`src/rtl/uart_pkg.sv`:
```
// Items shared by the UART transmitter and receiver: baud limits, cfg encodings,
// frame FSM state codes and the cfg_bits -> last-bit-index mapping.
package uart_pkg;

    localparam logic [15:0] BAUD_LIM_115200 = 16'd867;
    localparam logic [15:0] BAUD_LIM_19200  = 16'd5207;
    localparam logic [15:0] BAUD_LIM_9600   = 16'd10415;
    localparam logic [15:0] BAUD_LIM_TEST   = 16'd0;

    localparam logic [1:0] BAUD_115200 = 2'b00;
    localparam logic [1:0] BAUD_19200  = 2'b01;
    localparam logic [1:0] BAUD_9600   = 2'b10;
    localparam logic [1:0] BAUD_TEST   = 2'b11;

    localparam logic [1:0] BITS_5 = 2'b00;
    localparam logic [1:0] BITS_6 = 2'b01;
    localparam logic [1:0] BITS_7 = 2'b10;
    localparam logic [1:0] BITS_8 = 2'b11;

    localparam int MAX_BITS = 8;

    typedef logic [2:0] state_t;

    localparam state_t IDLE   = 3'd0;
    localparam state_t START  = 3'd1;
    localparam state_t DATA   = 3'd2;
    localparam state_t PARITY = 3'd3;
    localparam state_t STOP   = 3'd4;

    function automatic logic [15:0] baud_limit(input logic [1:0] baud);
        case (baud)
            BAUD_115200: return BAUD_LIM_115200;
            BAUD_19200:  return BAUD_LIM_19200;
            BAUD_9600:   return BAUD_LIM_9600;
            default:     return BAUD_LIM_TEST;
        endcase
    endfunction

    // Index of the last data bit: 5 bits -> 4 ... 8 bits -> 7.
    function automatic logic [2:0] bit_limit(input logic [1:0] bits);
        return {1'b1, bits};
    endfunction

endpackage

```
`src/rtl/uart_sync_edge.sv`:
```
// Two-flop synchroniser for the asynchronous serial line plus a delay flop
// for falling-edge detection. Flops reset high so an idle line never looks like a start.
module uart_sync_edge (
    input  logic clk,
    input  logic rst_n,
    input  logic i_async,
    output logic o_sync,
    output logic o_fall
);

    logic meta;
    logic sync_q;
    logic dly;

    always_ff @(posedge clk or negedge rst_n) begin
        if (!rst_n) begin
            meta   <= 1'b1;
            sync_q <= 1'b1;
            dly    <= 1'b1;
        end else begin
            meta   <= i_async;
            sync_q <= meta;
            dly    <= sync_q;
        end
    end

    assign o_sync = sync_q;
    assign o_fall = dly & ~sync_q;

endmodule

```
`src/rtl/uart_rx.sv`:
```
// UART receiver: start qualification, 5-8 data bits LSB-first, optional even parity,
// stop check. Define UART_RX_MAJORITY_EN for 2-of-3 majority voting at each sample point.
module uart_rx
    import uart_pkg::*;
#(
    parameter int DATA_WIDTH = 8
) (
    input  logic                  clk,
    input  logic                  rst_n,
    input  logic                  i_rx_serial,
    input  logic                  i_cfg_parity,
    input  logic [1:0]            i_cfg_bits,
    input  logic [1:0]            i_cfg_baud,
    output logic [DATA_WIDTH-1:0] o_rx_data,
    output logic                  o_rx_valid,
    output logic                  o_rx_busy,
    output logic                  o_parity_err,
    output logic                  o_frame_err
);

    localparam int COPY_W = (DATA_WIDTH < MAX_BITS) ? DATA_WIDTH : MAX_BITS;

    logic                  rx_s;
    logic                  rx_fall;
    state_t                state;
    logic [15:0]           baud_cnt;
    logic [15:0]           lim_q;
    logic [15:0]           half;
    logic [15:0]           pt_start;
    logic [15:0]           pt_cur;
    logic [2:0]            bit_cnt;
    logic [2:0]            bit_lmt_q;
    logic                  par_en_q;
    logic                  par_acc;
    logic                  par_bad;
    logic                  smp;
    logic                  at_pt;
    logic [MAX_BITS-1:0]   shift;
    logic [DATA_WIDTH-1:0] data_ext;

    uart_sync_edge u_sync (
        .clk     (clk),
        .rst_n   (rst_n),
        .i_async (i_rx_serial),
        .o_sync  (rx_s),
        .o_fall  (rx_fall)
    );

    assign half   = lim_q >> 1;
    assign pt_cur = (state == START) ? pt_start : lim_q;
    assign at_pt  = (baud_cnt == pt_cur);

`ifdef UART_RX_MAJORITY_EN
    logic maj_a;
    logic maj_b;
    logic bypass;

    function automatic logic vote3(input logic a, input logic b, input logic c);
        return (a & b) | (a & c) | (b & c);
    endfunction

    // Start is decided one count late; later decisions at count L keep the L+1 spacing
    // with each vote window centred where the single sample would have been.
    assign bypass   = (lim_q == 16'd0);
    assign pt_start = bypass ? half : half + 16'd1;
    assign smp      = bypass ? rx_s : vote3(maj_a, maj_b, rx_s);

    always_ff @(posedge clk) begin
        if (baud_cnt == pt_cur - 16'd2) maj_a <= rx_s;
        if (baud_cnt == pt_cur - 16'd1) maj_b <= rx_s;
    end
`else
    assign pt_start = half;
    assign smp      = rx_s;
`endif

    always_comb begin
        data_ext = '0;
        for (int i = 0; i < COPY_W; i++) data_ext[i] = shift[i];
    end

    // Shift register is fully cleared at start qualification, so it needs no reset.
    always_ff @(posedge clk) begin
        if (state == START && at_pt) begin
            shift <= '0;
        end else if (state == DATA && at_pt) begin
            shift[bit_cnt] <= smp;
        end
    end

    always_ff @(posedge clk or negedge rst_n) begin
        if (!rst_n) begin
            state        <= IDLE;
            baud_cnt     <= '0;
            bit_cnt      <= '0;
            lim_q        <= '0;
            bit_lmt_q    <= '0;
            par_en_q     <= 1'b0;
            par_acc      <= 1'b0;
            par_bad      <= 1'b0;
            o_rx_data    <= '0;
            o_rx_valid   <= 1'b0;
            o_parity_err <= 1'b0;
            o_frame_err  <= 1'b0;
        end else begin
            o_rx_valid <= 1'b0;
            case (state)
                IDLE: begin
                    if (rx_fall) begin
                        baud_cnt  <= '0;
                        lim_q     <= baud_limit(i_cfg_baud);
                        bit_lmt_q <= bit_limit(i_cfg_bits);
                        par_en_q  <= i_cfg_parity;
                        state     <= START;
                    end
                end
                START: begin
                    if (at_pt) begin
                        baud_cnt <= '0;
                        if (!smp) begin
                            bit_cnt <= '0;
                            par_acc <= 1'b0;
                            state   <= DATA;
                        end else begin
                            state <= IDLE;
                        end
                    end else begin
                        baud_cnt <= baud_cnt + 16'd1;
                    end
                end
                DATA: begin
                    if (at_pt) begin
                        baud_cnt <= '0;
                        par_acc  <= par_acc ^ smp;
                        if (bit_cnt == bit_lmt_q) begin
                            state <= par_en_q ? PARITY : STOP;
                        end else begin
                            bit_cnt <= bit_cnt + 3'd1;
                        end
                    end else begin
                        baud_cnt <= baud_cnt + 16'd1;
                    end
                end
                PARITY: begin
                    if (at_pt) begin
                        baud_cnt <= '0;
                        par_bad  <= smp ^ par_acc;
                        state    <= STOP;
                    end else begin
                        baud_cnt <= baud_cnt + 16'd1;
                    end
                end
                STOP: begin
                    // Returning to IDLE at mid-stop lets a back-to-back start edge be caught.
                    if (at_pt) begin
                        baud_cnt     <= '0;
                        state        <= IDLE;
                        o_rx_data    <= data_ext;
                        o_rx_valid   <= 1'b1;
                        o_frame_err  <= ~smp;
                        o_parity_err <= par_bad & par_en_q;
                    end else begin
                        baud_cnt <= baud_cnt + 16'd1;
                    end
                end
                default: state <= IDLE;
            endcase
        end
    end

    assign o_rx_busy = (state != IDLE);

endmodule
```
`config.mk`:
```
export PLATFORM = sky130hd
export DESIGN_NAME = uart_rx
export DESIGN_NICKNAME = d
export VERILOG_FILES = /design/src/rtl/uart_pkg.sv /design/src/rtl/uart_sync_edge.sv /design/src/rtl/uart_rx.sv
export SDC_FILE = /design/constraint.sdc
export NUM_CORES = 1
export LEC_CHECK = 0
export ABC_AREA = 1
export CORE_MARGIN = 5
export CORE_UTILIZATION = 45
export CTS_CLUSTER_DIAMETER = 100
export CTS_CLUSTER_SIZE = 28
export DETAILED_ROUTE_END_ITERATION = 10
export PLACE_DENSITY = 0.73
export SLEW_MARGIN = 20
export SYNTH_ARGS = -nofsm -noshare
export SYNTH_HDL_FRONTEND = slang
export SYNTH_HIERARCHICAL = 1
export SYNTH_SLANG_ARGS = --single-unit
```
`constraint.sdc`:
```
create_clock -name clk -period 2.36 [get_ports clk]
set_clock_uncertainty 0.1 [all_clocks]
set_input_delay 0.236 -clock clk [delete_from_list [all_inputs] [get_ports clk]]
set_output_delay 0.236 -clock clk [all_outputs]
set_load 0.02 [all_outputs]
```
# Yosys cells after proc, flatten, opt, wreduce, memory -nomap -nowiden
# Cells that the tools add are included.
dict set report classes {
  n_eq_ne 16
  n_reduce_logical 16
  n_lt_le_gt_ge 2
  mux 28
  n_addsub 2
  n_bitwise 4
}
# cell n
set ops {}
lappend ops {{$mux 16} 3}
lappend ops {{$pmux 14 s3} 1}
lappend ops {{$mux 3} 11}
lappend ops {{$pmux 16 s2} 1}
lappend ops {{$add 16x1->16 const B} 1}
lappend ops {{$eq 16x16->1} 1}
lappend ops {{$pmux 3 s5} 1}
lappend ops {{$ne 2x2->1 const B} 7}
lappend ops {{$bwmux 8} 1}
lappend ops {{$reduce_and 2->1} 4}
lappend ops {{$eq 3x2->1 const B} 2}
lappend ops {{$mux 1} 6}
lappend ops {{$pmux 3 s2} 1}
lappend ops {{$reduce_and 6->1} 1}
lappend ops {{$reduce_and 5->1} 1}
lappend ops {{$lt 3x4->1 const B} 1}
lappend ops {{$reduce_and 4->1} 1}
lappend ops {{$reduce_bool 2->1} 2}
lappend ops {{$reduce_or 4->1} 1}
lappend ops {{$add 3x1->3 const B} 1}
lappend ops {{$demux 1 s3} 1}
lappend ops {{$eq 3x1->1 const B} 1}
lappend ops {{$eq 3x3->1} 1}
lappend ops {{$eq 3x3->1 const B} 1}
lappend ops {{13 further kinds} 16}
dict set report totals {
  register_bits 66
  output_inout_bits 12
  elab_cells 84
}

# Longest topological paths before layout
dict set report logic_depth {
  ltp_word 5
  ltp_mapped 16
  depth_no_buf 14
}

# Modules after synthesis
# The synthesis kept the hierarchy.
# module area_each_um2 seq_area_each_um2 instances cells_each
set by_module_without_submodules {}
lappend by_module_without_submodules {uart_rx 3027.9 1311.3 1 407}
lappend by_module_without_submodules {uart_sync_edge 88.8 78.8 1 5}

# Worst setup path before layout
# No wires, ideal clock.
dict set report synth_timing {
  path_kind {reg2reg}
  start {reg state[1]}
  end {reg bit_cnt[2]}
  path_slack_ns 0.366
  path_buffers 2
  stages_incl_launch_ff 17
  arrival_time_ns 1.773
  required_time_ns 2.139
  synth_period_minus_slack_ns 1.994
  path_cell_list {dfrtp_1 inv_2 nand3_2 buf_6 nand2_1 nand2_1 nand2_1 nand2_1 nor2_1 nand2_1 nor2_4 nand2_4 buf_2 nand2_1 nand2_2 nand2_1 o21ai_1}
}
dict set report synth_between {
  elab_chain_cells 5
  elab_cells_between_ends 11
}
# item line_no
set synth_lines {}
lappend synth_lines {{start: declaration} uart_rx.sv:25} ;# state_t state;
lappend synth_lines {{start signal: assignment} uart_rx.sv:136} ;# state <= par_en_q ? PARITY : STOP;
lappend synth_lines {{$eq 3x1->1} {uart_rx.sv:50, uart_rx.sv:107}}
lappend synth_lines {{$mux 16} uart_rx.sv:50} ;# assign pt_cur = (state == START) ? pt_start : lim_q;
lappend synth_lines {{$eq 16x16->1} uart_rx.sv:51} ;# assign at_pt = (baud_cnt == pt_cur);
lappend synth_lines {{$ne 2x2->1 (no source line)} --}
lappend synth_lines {{$reduce_and 5->1 (no source line)} --}
lappend synth_lines {{end signal: assignment} uart_rx.sv:138} ;# bit_cnt <= bit_cnt + 3'd1;
lappend synth_lines {{end: declaration} uart_rx.sv:31} ;# logic [2:0] bit_cnt;
# Parallel ways exist; a longest one is shown, timed or not.
# A chain may end at the register's enable or synchronous reset.

# Worst setup path in the final report
dict set report layout_timing {
  start {reg state[1]}
  end {out o_rx_busy}
}
dict set report layout_between {
  elab_chain_cells 1
}
# item line_no
set layout_lines {}
lappend layout_lines {{$reduce_bool 3->1} uart_rx.sv:171} ;# assign o_rx_busy = (state != IDLE);
lappend layout_lines {{end: declaration} uart_rx.sv:16} ;# output logic o_rx_busy,
# Every way passes these cells.

==> results.json <==
{
  "worstPathRequired_ns": 2.02,
  "area_delta_synth_final_pct": 19.4,
  "wl_mm": 7.06,
  "rsz0062_at_grt": "true",
  "maxSlewHeadroom_pct": 42.3,
  "place_hpwl_mm": 5.40,
  "hold_end": "u_sync/meta",
  "rrSetupSlack_ns": 0.20,
  "initial_core_util_pct": 46.1,
  "yosysTopAreaCellShare_pct": 36.9,
  "synth_nets": 426,
  "route.detailed.drc": 0,
  "r2r_start": "state[1]",
  "drive_above_1_share_pct": 15.4,
  "synthesis.area_um2": 3120,
  "antenna_left": 0,
  "numCtsBuffers": 9,
  "cts_root_buf": "clkbuf_8",
  "synth_edf_count": 0,
  "dp_cells": 517,
  "gp_congestion": 0.917,
  "dr_total_vias": 2710,
  "coreArea_um2": 6760,
  "io_pins": 20,
  "fin_setup_tns_ns": 0,
  "cap_violations": 0,
  "tightest_slew_ns": 0.865,
  "powerDensity_nw_per_um2": 1180,
  "clock_sinks": 57,
  "cp_max_fo": 5,
  "status": "complete, no violations",
  "die_area_um2": 8690,
  "pwr-share-clk_pct": 23.2,
  "hold_start": "i_rx_serial",
  "synthTopCellsByCount": "nand2_1, dfrtp_1, nor2_1",
  "n_fill_cell": 661,
  "die_x_um": 93.2,
  "avgSynthCellArea_um2": 7.56,
  "cp-end-kind": "output port",
  "hold_class": "primary input to flip-flop",
  "worstPathCellList": "nor2_1, inv_1, nor2_1, inv_1, clkdlybuf4s50_1",
  "p_leak_nw": 1.84,
  "layout.nets": 463,
  "cp_slowest_cell": "clkdlybuf4s50_1",
  "grt_first_pass_wirelength_mm": 12.3,
  "grt_overflow": 0,
  "min_period_ns": 2.23,
  "grt_start_max_net_pins": 40,
  "max_freq_ghz": 0.448,
  "grt_pass1_vias": 2679,
  "cts_tree": "done",
  "clk_latency_ns": 0.34,
  "synth-async-reset-ratio_pct": 86.0,
  "hold_viol": 0,
  "pwr-share-comb_pct": 44.9,
  "setup_violations": 0,
  "track_usage_pct": 17.9,
  "post_synth_inst_count": 412,
  "ys_ff_latch": 57,
  "clockBufferDepth": 2,
  "place.port_buffers": 19,
  "die_h_um": 93.2,
  "via_per_inst": 5.07,
  "pwr-share-seq_pct": 32.0,
  "antenna_found_initial": 0,
  "p_switching_w": 0.00182,
  "drt_iter0_drc": 150,
  "netlist_top_cells_area": "dfrtp_1, nand2_1, nand3_1",
  "synth_top_flop_cell": "dfrtp_1",
  "ys_warn_count": 6,
  "first_pass_iters": 5,
  "critPathKind": "flip-flop to output port",
  "path_clk_slew_ns": 0.07,
  "rr_worst_depth": 10,
  "regToRegEndpoint": "baud_cnt[5]",
  "synth_top_area_cell": "dfrtp_1",
  "stdcell_count": 534,
  "htreeDepth": 3,
  "num_rows": 30,
  "swShare_pct": 41.7,
  "arrival_ns": 1.90,
  "drv_slew": 0,
  "vdd_drop_max_mv": 0.694,
  "min_period_over_period_pct": 94.6,
  "whs_path_depth": 1,
  "cp-start-kind": "flip-flop",
  "p_int_w": 0.00255,
  "n_antenna_cell": 0,
  "wl_per_cell_um": 13.2,
  "cp_slowest_stage_delay_ns": 0.55,
  "yosysMostFrequentCell": "nand2_1",
  "synthDistinctLibCells": 31,
  "power_w": 0.00437,
  "synth-seq-area-share_pct": 44.6
}
## layer usage
layer / vias to the layer above / part of all wire [%] / GRT usage [%]
met2: 70 / 48 / 29.4
met3: 11 / 4.1 / 4.34
met4: 0 / 1.3 / 7.45
met5: - / 0 / 0
li1: 1383 / - / -
met1: 1246 / 47 / 22.6
## worst max path at each step
| stage | cells past startpoint | endpoint | startpoint |
|---|---|---|---|
| 2_1_floorplan | 16 | bit_cnt[2] | state[1] |
| 3_3_place_gp | 14 | o_rx_data[3] | state[2] |
| 3_5_place_dp | 14 | o_rx_data[1] | state[2] |
| 4_1_cts | 14 | o_rx_data[1] | state[2] |
| 5_1_grt | 14 | o_rx_data[1] | state[2] |
| 6_report | 5 | o_rx_busy | state[1] |
## cell families (layout without fill, tap and decap cells)
logic type / count (synthesis) / after routing / share of synthesized area (%)
AND/OR/NAND/NOR: 231 / 231 / 32.7
buffers and inverters: 63 / 105 / 8.15
flip-flops: 57 / 57 / 44.6
AO/OA/AOI/OAI: 38 / 38 / 7.39
XOR/XNOR: 17 / 17 / 4.78
adder cells (fa/ha/maj): 6 / 6 / 2.41
## worst max-delay path: cells and delay by family (launching register included)
family | cells | cell delay, ns
buffers and inverters | 3 | 0.72
and+or+nand+nor | 2 | 0.39
DFF | 1 | 0.44
## power groups by stage
stage	Combinational [W]	Clock, W	Sequential, W
2_1_floorplan	0.00130	0	0.00138
3_3_place_gp	0.00190	0	0.00140
3_5_place_dp	0.00192	0	0.00141
4_1_cts	0.00193	0.00103	0.00139
5_1_grt	0.00225	0.00108	0.00143
6_report	0.00196	0.00101	0.00140
## state kept, by name (all words and copies together) (netlist names), 3 cells and up
name / count
lim_q: 7
state: 3
bit_cnt: 3
data_ext: 8
bit_lmt_q: 3
baud_cnt: 16
o_rx_data: 8
## repair_timing
| action | 4_1_cts | 5_1_grt |
|---|---|---|
| endpoints found under the setup margin | 0 | 41 |
| setup buffers | 0 | 0 |
| hold buffers | 1 | 0 |
| gates resized for setup | 0 | 9 |
| endpoints found under the hold margin | 35 | 0 |
## placed cells by master (no fill, tap or decap), types with 2 or more instances in the layout
cell type and n:
nand3_2 2, dfxtp_1 8, nor2_1 46, buf_4 15, a21oi_1 4, clkinv_2 2, nand2_2 4, or2_2 4
nor2_4 4, clkbuf_8 10, nand4_1 9, clkdlybuf4s50_1 18, nand2_1 108, bufinv_16 2, xor2_1 14, xnor2_1 3
o21ai_2 9, o22ai_1 3, inv_2 7, dfrtp_1 44, inv_1 45, ha_1 6, dfstp_2 3, o21ai_0 12
nor3_1 14, nand3_1 36, dfrtp_2 2, o21ai_1 9
## metrics by stage
stage / instance area, um^2 / util, % / hold WS [ns] / worst slack [ns]
floorplan: 3120 / - / -0.160 / 0.366
global placement: 3460 / 51.3 / 0.247 / 0.181
detailed placement: 3460 / 51.3 / 0.248 / 0.0814
CTS: 3690 / 54.7 / 0.195 / 0.0566
global route: 3720 / 55.1 / 0.191 / -0.00903
finish: 3720 / 55.1 / 0.202 / 0.128
## layout make-up
class,count,area (um^2),share of cell area (%)
clock buffer,11,141,3.80
clock inverter,5,78.8,2.12
inverter,54,205,5.51
multi-input combinational,292,1500,40.2
sequential,57,1390,37.4
tap,80,100,2.69
timing repair buffer,35,308,8.27
Power figures use the tool's default switching activity.
